$ cat config.mk
export PLATFORM = sky130hd
export DESIGN_NAME = if_id_pipe_ctrl
export DESIGN_NICKNAME = d
export VERILOG_FILES = /design/src/rtl/if_id_pipe_ctrl.sv
export SDC_FILE = /design/constraint.sdc
export NUM_CORES = 1
export LEC_CHECK = 0
export ABC_AREA = 1
export CAP_MARGIN = 10
export CORE_ASPECT_RATIO = 1.1
export CORE_MARGIN = 5
export CORE_UTILIZATION = 35
export DETAILED_ROUTE_END_ITERATION = 10
export GPL_ROUTABILITY_DRIVEN = 0
export HOLD_SLACK_MARGIN = 0.03
export PLACE_DENSITY = 0.7
export SLEW_MARGIN = 30
export SYNTH_ARGS = -nofsm -noshare
export SYNTH_HDL_FRONTEND = slang
export SYNTH_SLANG_ARGS = --single-unit
$ cat constraint.sdc
create_clock -name clk -period 1.33 [get_ports clk]
set_input_delay 0.1995 -clock clk [delete_from_list [all_inputs] [get_ports clk]]
set_output_delay 0.1995 -clock clk [all_outputs]
set_load 0.01 [all_outputs]
$ cat src/rtl/if_id_pipe_ctrl.sv
// ============================================================================
// Module  : if_id_pipe_ctrl
// Brief   : IF/ID and ID/EX pipeline registers with stall/flush/bubble control,
//           saturating event counters and a sticky consecutive-stall watchdog.
// Revision: 1.0 - initial release
// ============================================================================
`default_nettype none

module if_id_pipe_ctrl #(
  parameter logic [31:0] NOP_INSTR   = 32'h00000000,
  parameter int          STALL_LIMIT = 15
) (
  input  logic        clk,
  input  logic        reset,
  input  logic [31:0] IF_PC4,
  input  logic [31:0] IF_Instr,
  input  logic        IF_ID_Write,
  input  logic        ID_EX_Mux,
  input  logic        Flush,
  input  logic [9:0]  ID_Ctrl,
  input  logic [4:0]  ID_RS,
  input  logic [4:0]  ID_RT,
  input  logic [4:0]  ID_RD,
  output logic [31:0] ID_PC4,
  output logic [31:0] ID_Instr,
  output logic        ID_Valid,
  output logic [9:0]  EX_Ctrl,
  output logic [4:0]  EX_RS,
  output logic [4:0]  EX_RT,
  output logic [4:0]  EX_RD,
  output logic        EX_Valid,
  output logic [1:0]  pipe_state,
  output logic [15:0] stall_cnt,
  output logic [15:0] flush_cnt,
  output logic        stall_err
);

  localparam int CONSEC_W = ($clog2(STALL_LIMIT + 1) < 4) ? 4 : $clog2(STALL_LIMIT + 1);
  localparam logic [CONSEC_W-1:0] CONSEC_MAX = CONSEC_W'(STALL_LIMIT);

  typedef enum logic [1:0] {
    ST_RUN   = 2'd0,
    ST_STALL = 2'd1,
    ST_FLUSH = 2'd2
  } pipe_state_e;

  logic [31:0]         id_pc4_q,    id_pc4_d;
  logic [31:0]         id_instr_q,  id_instr_d;
  logic                id_valid_q,  id_valid_d;
  logic [9:0]          ex_ctrl_q,   ex_ctrl_d;
  logic [4:0]          ex_rs_q,     ex_rs_d;
  logic [4:0]          ex_rt_q,     ex_rt_d;
  logic [4:0]          ex_rd_q,     ex_rd_d;
  logic                ex_valid_q,  ex_valid_d;
  pipe_state_e         state_q,     state_d;
  logic [15:0]         stall_cnt_q, stall_cnt_d;
  logic [15:0]         flush_cnt_q, flush_cnt_d;
  logic [CONSEC_W-1:0] consec_q,    consec_d;
  logic                stall_err_q, stall_err_d;
  logic                stall_cycle;

  always_comb begin
    id_pc4_d    = id_pc4_q;
    id_instr_d  = id_instr_q;
    id_valid_d  = id_valid_q;
    state_d     = state_q;
    stall_cnt_d = stall_cnt_q;
    flush_cnt_d = flush_cnt_q;
    consec_d    = '0;
    stall_err_d = stall_err_q;
    stall_cycle = IF_ID_Write && !Flush;

    // ID/EX sees only the instruction currently in ID; Flush does not reach it.
    if (ID_EX_Mux || !id_valid_q) begin
      ex_ctrl_d  = '0;
      ex_rs_d    = '0;
      ex_rt_d    = '0;
      ex_rd_d    = '0;
      ex_valid_d = 1'b0;
    end else begin
      ex_ctrl_d  = ID_Ctrl;
      ex_rs_d    = ID_RS;
      ex_rt_d    = ID_RT;
      ex_rd_d    = ID_RD;
      ex_valid_d = 1'b1;
    end

    if (Flush) begin
      id_pc4_d   = '0;
      id_instr_d = NOP_INSTR;
      id_valid_d = 1'b0;
      state_d    = ST_FLUSH;
      if (flush_cnt_q != 16'hFFFF) flush_cnt_d = flush_cnt_q + 16'd1;
    end else if (IF_ID_Write) begin
      state_d = ST_STALL;
      if (stall_cnt_q != 16'hFFFF) stall_cnt_d = stall_cnt_q + 16'd1;
    end else begin
      id_pc4_d   = IF_PC4;
      id_instr_d = IF_Instr;
      id_valid_d = 1'b1;
      state_d    = ST_RUN;
    end

    if (stall_cycle) begin
      consec_d = (consec_q == CONSEC_MAX) ? consec_q : consec_q + 1'b1;
      if (consec_d == CONSEC_MAX) stall_err_d = 1'b1;
    end
  end

  always_ff @(posedge clk) begin
    if (reset) begin
      id_pc4_q    <= '0;
      id_instr_q  <= NOP_INSTR;
      id_valid_q  <= 1'b0;
      ex_ctrl_q   <= '0;
      ex_rs_q     <= '0;
      ex_rt_q     <= '0;
      ex_rd_q     <= '0;
      ex_valid_q  <= 1'b0;
      state_q     <= ST_RUN;
      stall_cnt_q <= '0;
      flush_cnt_q <= '0;
      consec_q    <= '0;
      stall_err_q <= 1'b0;
    end else begin
      id_pc4_q    <= id_pc4_d;
      id_instr_q  <= id_instr_d;
      id_valid_q  <= id_valid_d;
      ex_ctrl_q   <= ex_ctrl_d;
      ex_rs_q     <= ex_rs_d;
      ex_rt_q     <= ex_rt_d;
      ex_rd_q     <= ex_rd_d;
      ex_valid_q  <= ex_valid_d;
      state_q     <= state_d;
      stall_cnt_q <= stall_cnt_d;
      flush_cnt_q <= flush_cnt_d;
      consec_q    <= consec_d;
      stall_err_q <= stall_err_d;
    end
  end

  assign ID_PC4     = id_pc4_q;
  assign ID_Instr   = id_instr_q;
  assign ID_Valid   = id_valid_q;
  assign EX_Ctrl    = ex_ctrl_q;
  assign EX_RS      = ex_rs_q;
  assign EX_RT      = ex_rt_q;
  assign EX_RD      = ex_rd_q;
  assign EX_Valid   = ex_valid_q;
  assign pipe_state = state_q;
  assign stall_cnt  = stall_cnt_q;
  assign flush_cnt  = flush_cnt_q;
  assign stall_err  = stall_err_q;

endmodule

`default_nettype wire

==> impl_metrics.py, run 1 <==
metrics = {
    "power": {
        "p_sw_uw": 2085,
        "power_density_nw_per_um2": 1088,
        "clkPwrFrac_pct": 48.4,
        "p_int_uw": 7393,
        "total_power_uw": 9477,
        "p_comb_share_pct": 9.2,
        "pwr-share-seq_pct": 42.4,
        "power_leakage_uw": 0.004060,
        "swShare_pct": 22.00,
        "peakVddDrop_uv": 816.8,
    },
    "route": {
        "dr.pass1.iters": 5,
        "viasPerCell": 4.514,
        "totalWireLength_mm": 16.11,
        "num_vias": 5254,
        "route.detailed.drc": 0,
        "drt-initial-drc-count": 293,
        "ant_nets": 0,
        "wire_per_inst_um": 13.84,
    },
    "clocking": {
        "cts_buffers": 17,
        "cts_tree": "built",
        "clk_pin_slew_ns": 0.06,
        "clock_latency_ns": 0.41,
        "root_buffer": "clkbuf_16",
        "cts.path.max_buffers": 2,
        "hold_buffers": 0,
        "cts_htree_levels": 4,
        "clkSinkCount": 130,
    },
    "worst_hold_path": {
        "hold_path.startpoint": "ID_Ctrl[4]",
        "hold_class": "input pin to flip-flop",
        "min_delay_path_depth": 3,
        "worstHoldEndpoint": "EX_Ctrl[4]",
    },
    "timing": {
        "slew_headroom_pct": 72.68,
        "layout_min_cycle_time_ns": 1.430,
        "slew_viol_final": 0,
        "period_share_pct": 107.5,
        "max_freq_mhz": 699.2,
        "setup_viol": 23,
        "hold_violations": 0,
        "final.setup_skew_ns": 0.006650,
        "rsz0062_at_grt": "true",
        "layout_setup_ws_ns": -0.1002,
        "worst_pin_slew_ns": 0.4093,
    },
    "floorplanning": {
        "core_um2": 14330,
        "die_area_um2": 16960,
        "die_h_um": 136.1,
        "num_rows": 46,
        "io-pin-count": 220,
        "die_x_um": 124.6,
        "start_util_pct": 35.31,
    },
    "critical_path": {
        "cp-end-kind": "flip-flop",
        "startpoint_type": "flip-flop",
        "timing.rr.start": "flush_cnt[0]",
        "crit_family": "simple AND/OR/NAND/NOR gates",
        "path_max_fanout": 9,
        "r2r_cells": 9,
        "cp_slowest_cell": "dfxtp_4",
        "slowest_delay_ns": 0.36,
        "r2r_end": "flush_cnt[2]",
        "startpoint": "flush_cnt[0]",
        "reg2reg_slack_ns": -0.10,
        "cp_cell_sequence": "ha_4, nand2_2, nor2_2, nand2_2, nor2_4, nor2_4, clkbuf_16, nand2_1, a21oi_2",
        "crit_required_ns": 1.67,
        "crit_type": "flip-flop to flip-flop",
        "cp_num_buf_inv": 1,
        "critical_path_arrival_ns": 1.77,
    },
    "place": {
        "place_inst": 1128,
        "place_area_um2": 7963,
        "dp.final_hpwl_mm": 11.37,
        "port_buffers": 219,
    },
    "synth": {
        "synth_ff_type": "dfxtp_1",
        "synth_cells": 678,
        "synth_most_common_cell": "nand2_1",
        "synth_cell_types": 27,
        "synth_top_area_share_pct": 51.43,
        "yosys-top-cells-count": "219 x nand2_1, 130 x dfxtp_1, 92 x a21oi_1",
        "ys_ff_latch": 130,
        "ys_seq_area_share_pct": 51.43,
        "async_reset_ff_share_pct": 0,
        "synth-edff-count": 0,
        "syn_nets": 775,
        "netlist_area_um2": 5060,
        "avgSynthCellArea_um2": 7.463,
        "synth_area_leaders": "dfxtp_1 51%, nand2_1 16%, a21oi_1 9.1%, nor2_1 5.1%, inv_1 4.2%",
        "synth_top_area_cell": "dfxtp_1",
        "ys_warn_count": 0,
    },
    "status": {
        "status": "finished, violations left",
        "violations": "setup timing",
    },
    "layout": {
        "antenna_cells": 0,
        "post_route_cells_drive_above_1_share_pct": 23.25,
        "syn_to_final_growth_pct": 72.13,
        "nNetsFinal": 1058,
        "fin_area_um2": 8710,
        "stdcell_count": 1164,
    },
    "flow_run": {
        "drv_cap": 0,
    },
    "global_route": {
        "gr-total-overflow": 0,
        "grt_pass1_wl_mm": 25.10,
        "grt_max_degree": 67,
        "grt_pass1_vias": 5130,
        "grt_use_total_pct": 18.25,
        "antenna_found_initial": 0,
    },
}
## power by group through the flow
stage | sequential [uW] | clock [uW] | combinational, uW
after floorplan | 4150 | 0 | 266
after global placement | 4110 | 0 | 883
after detailed placement | 4110 | 0 | 888
after CTS | 4020 | 4690 | 853
after global routing | 4030 | 4850 | 943
final | 4020 | 4590 | 867
## placed cells by master (no fill, tap or decap), types with 5 or more instances in the layout
cell / instances
a21oi_1: 74
a21oi_2: 18
buf_2: 11
buf_4: 61
buf_6: 6
clkbuf_1: 5
clkbuf_16: 19
clkbuf_2: 9
clkdlybuf4s15_2: 7
clkdlybuf4s50_1: 92
dfxtp_1: 111
dfxtp_2: 13
dfxtp_4: 6
dlygate4sd2_1: 95
inv_1: 53
inv_2: 8
nand2_1: 204
nand2_2: 15
nand2_4: 6
nand3_1: 17
nand3_2: 6
nand4_1: 8
nor2_1: 59
nor2_2: 7
nor2_4: 13
xor2_1: 8
## routing by layer
metal / global-route usage (%) / share of wire (%) / wire (um)
met5: 0 / 0 / 0
met4: 7.065 / 2.0 / 319
met3: 7.308 / 8.4 / 1356
met2: 31.82 / 50 / 7990
met1: 20.02 / 40 / 6442
## worst max-delay path by stage
stage / cells past startpoint / endpoint / slack [ns]
6_report: 9 / flush_cnt[2] / -0.10
4_1_cts: 9 / flush_cnt[1] / -0.08
5_1_grt: 9 / flush_cnt[2] / -0.17
3_3_place_gp: 8 / stall_cnt[15] / -0.19
2_1_floorplan: 9 / flush_cnt[13] / -0.006
3_5_place_dp: 4 / EX_Ctrl[6] / -0.26
## stage by stage
step	setup TNS, ns	hold WS, ns	worst slack (ns)	util, %
6_report	-1.113	0.3109	-0.1002	60.77
3_5_place_dp	-19.98	0.4472	-0.2592	55.56
5_1_grt	-2.895	0.2975	-0.1677	60.77
2_1_floorplan	-0.009741	0.2977	-0.006294	-
4_1_cts	-0.8451	0.2858	-0.08167	59.49
3_3_place_gp	-18.07	0.4424	-0.1919	55.56
## cell type report
cell class                      instances  area [um2]
Clock inverter                          5       75.07
Inverter                               61       229.0
Fill cell                            1294        5622
Multi-Input combinational cell        460        2410
Tap cell                              192       240.2
Clock buffer                           25       496.7
Sequential cell                       130        2641
Timing Repair Buffer                  291        2618
## logic make-up after synthesis
group	after synthesis	share of synthesized area, %
simple gates	342	27.87
flops	130	51.43
compound gates	101	10.61
buf+inv	89	7.097
xor+xnor	13	2.250
fa+ha+maj	3	0.7419
## timing repair
| action | CTS | global route |
|---|---|---|
| setup buffers | 4 | 0 |
| gates cloned | 2 | 0 |
| pin swaps | 18 | 27 |
| gates resized for setup | 200 | 89 |
| endpoints found under the setup margin | 152 | 53 |
| hold endpoints to repair | 0 | 0 |
## registers in the layout, summed over array words and instances, names as in the netlist, 2 cells and up
register	count
stall_cnt	16
EX_RD	5
ID_PC4	32
EX_RS	5
ID_Instr	32
EX_RT	5
EX_Ctrl	10
pipe_state	2
flush_cnt	16
consec_q	4
## worst register-to-register path, stage by stage (launching register included)
cell,delay (ns)
dfxtp_4,0.36
ha_4,0.16
nand2_2,0.05
nor2_2,0.04
nand2_2,0.13
nor2_4,0.05
nor2_4,0.18
clkbuf_16,0.19
nand2_1,0.07
a21oi_2,0.13
No activity file was read; power rests on OpenSTA's default activity.
==> inputs of run 2 (changes only) <==
- CTS_CLUSTER_SIZE: default -> 25
==> results of run 2 <==
Final layout, timing and power as in run 1 (identical DEF).
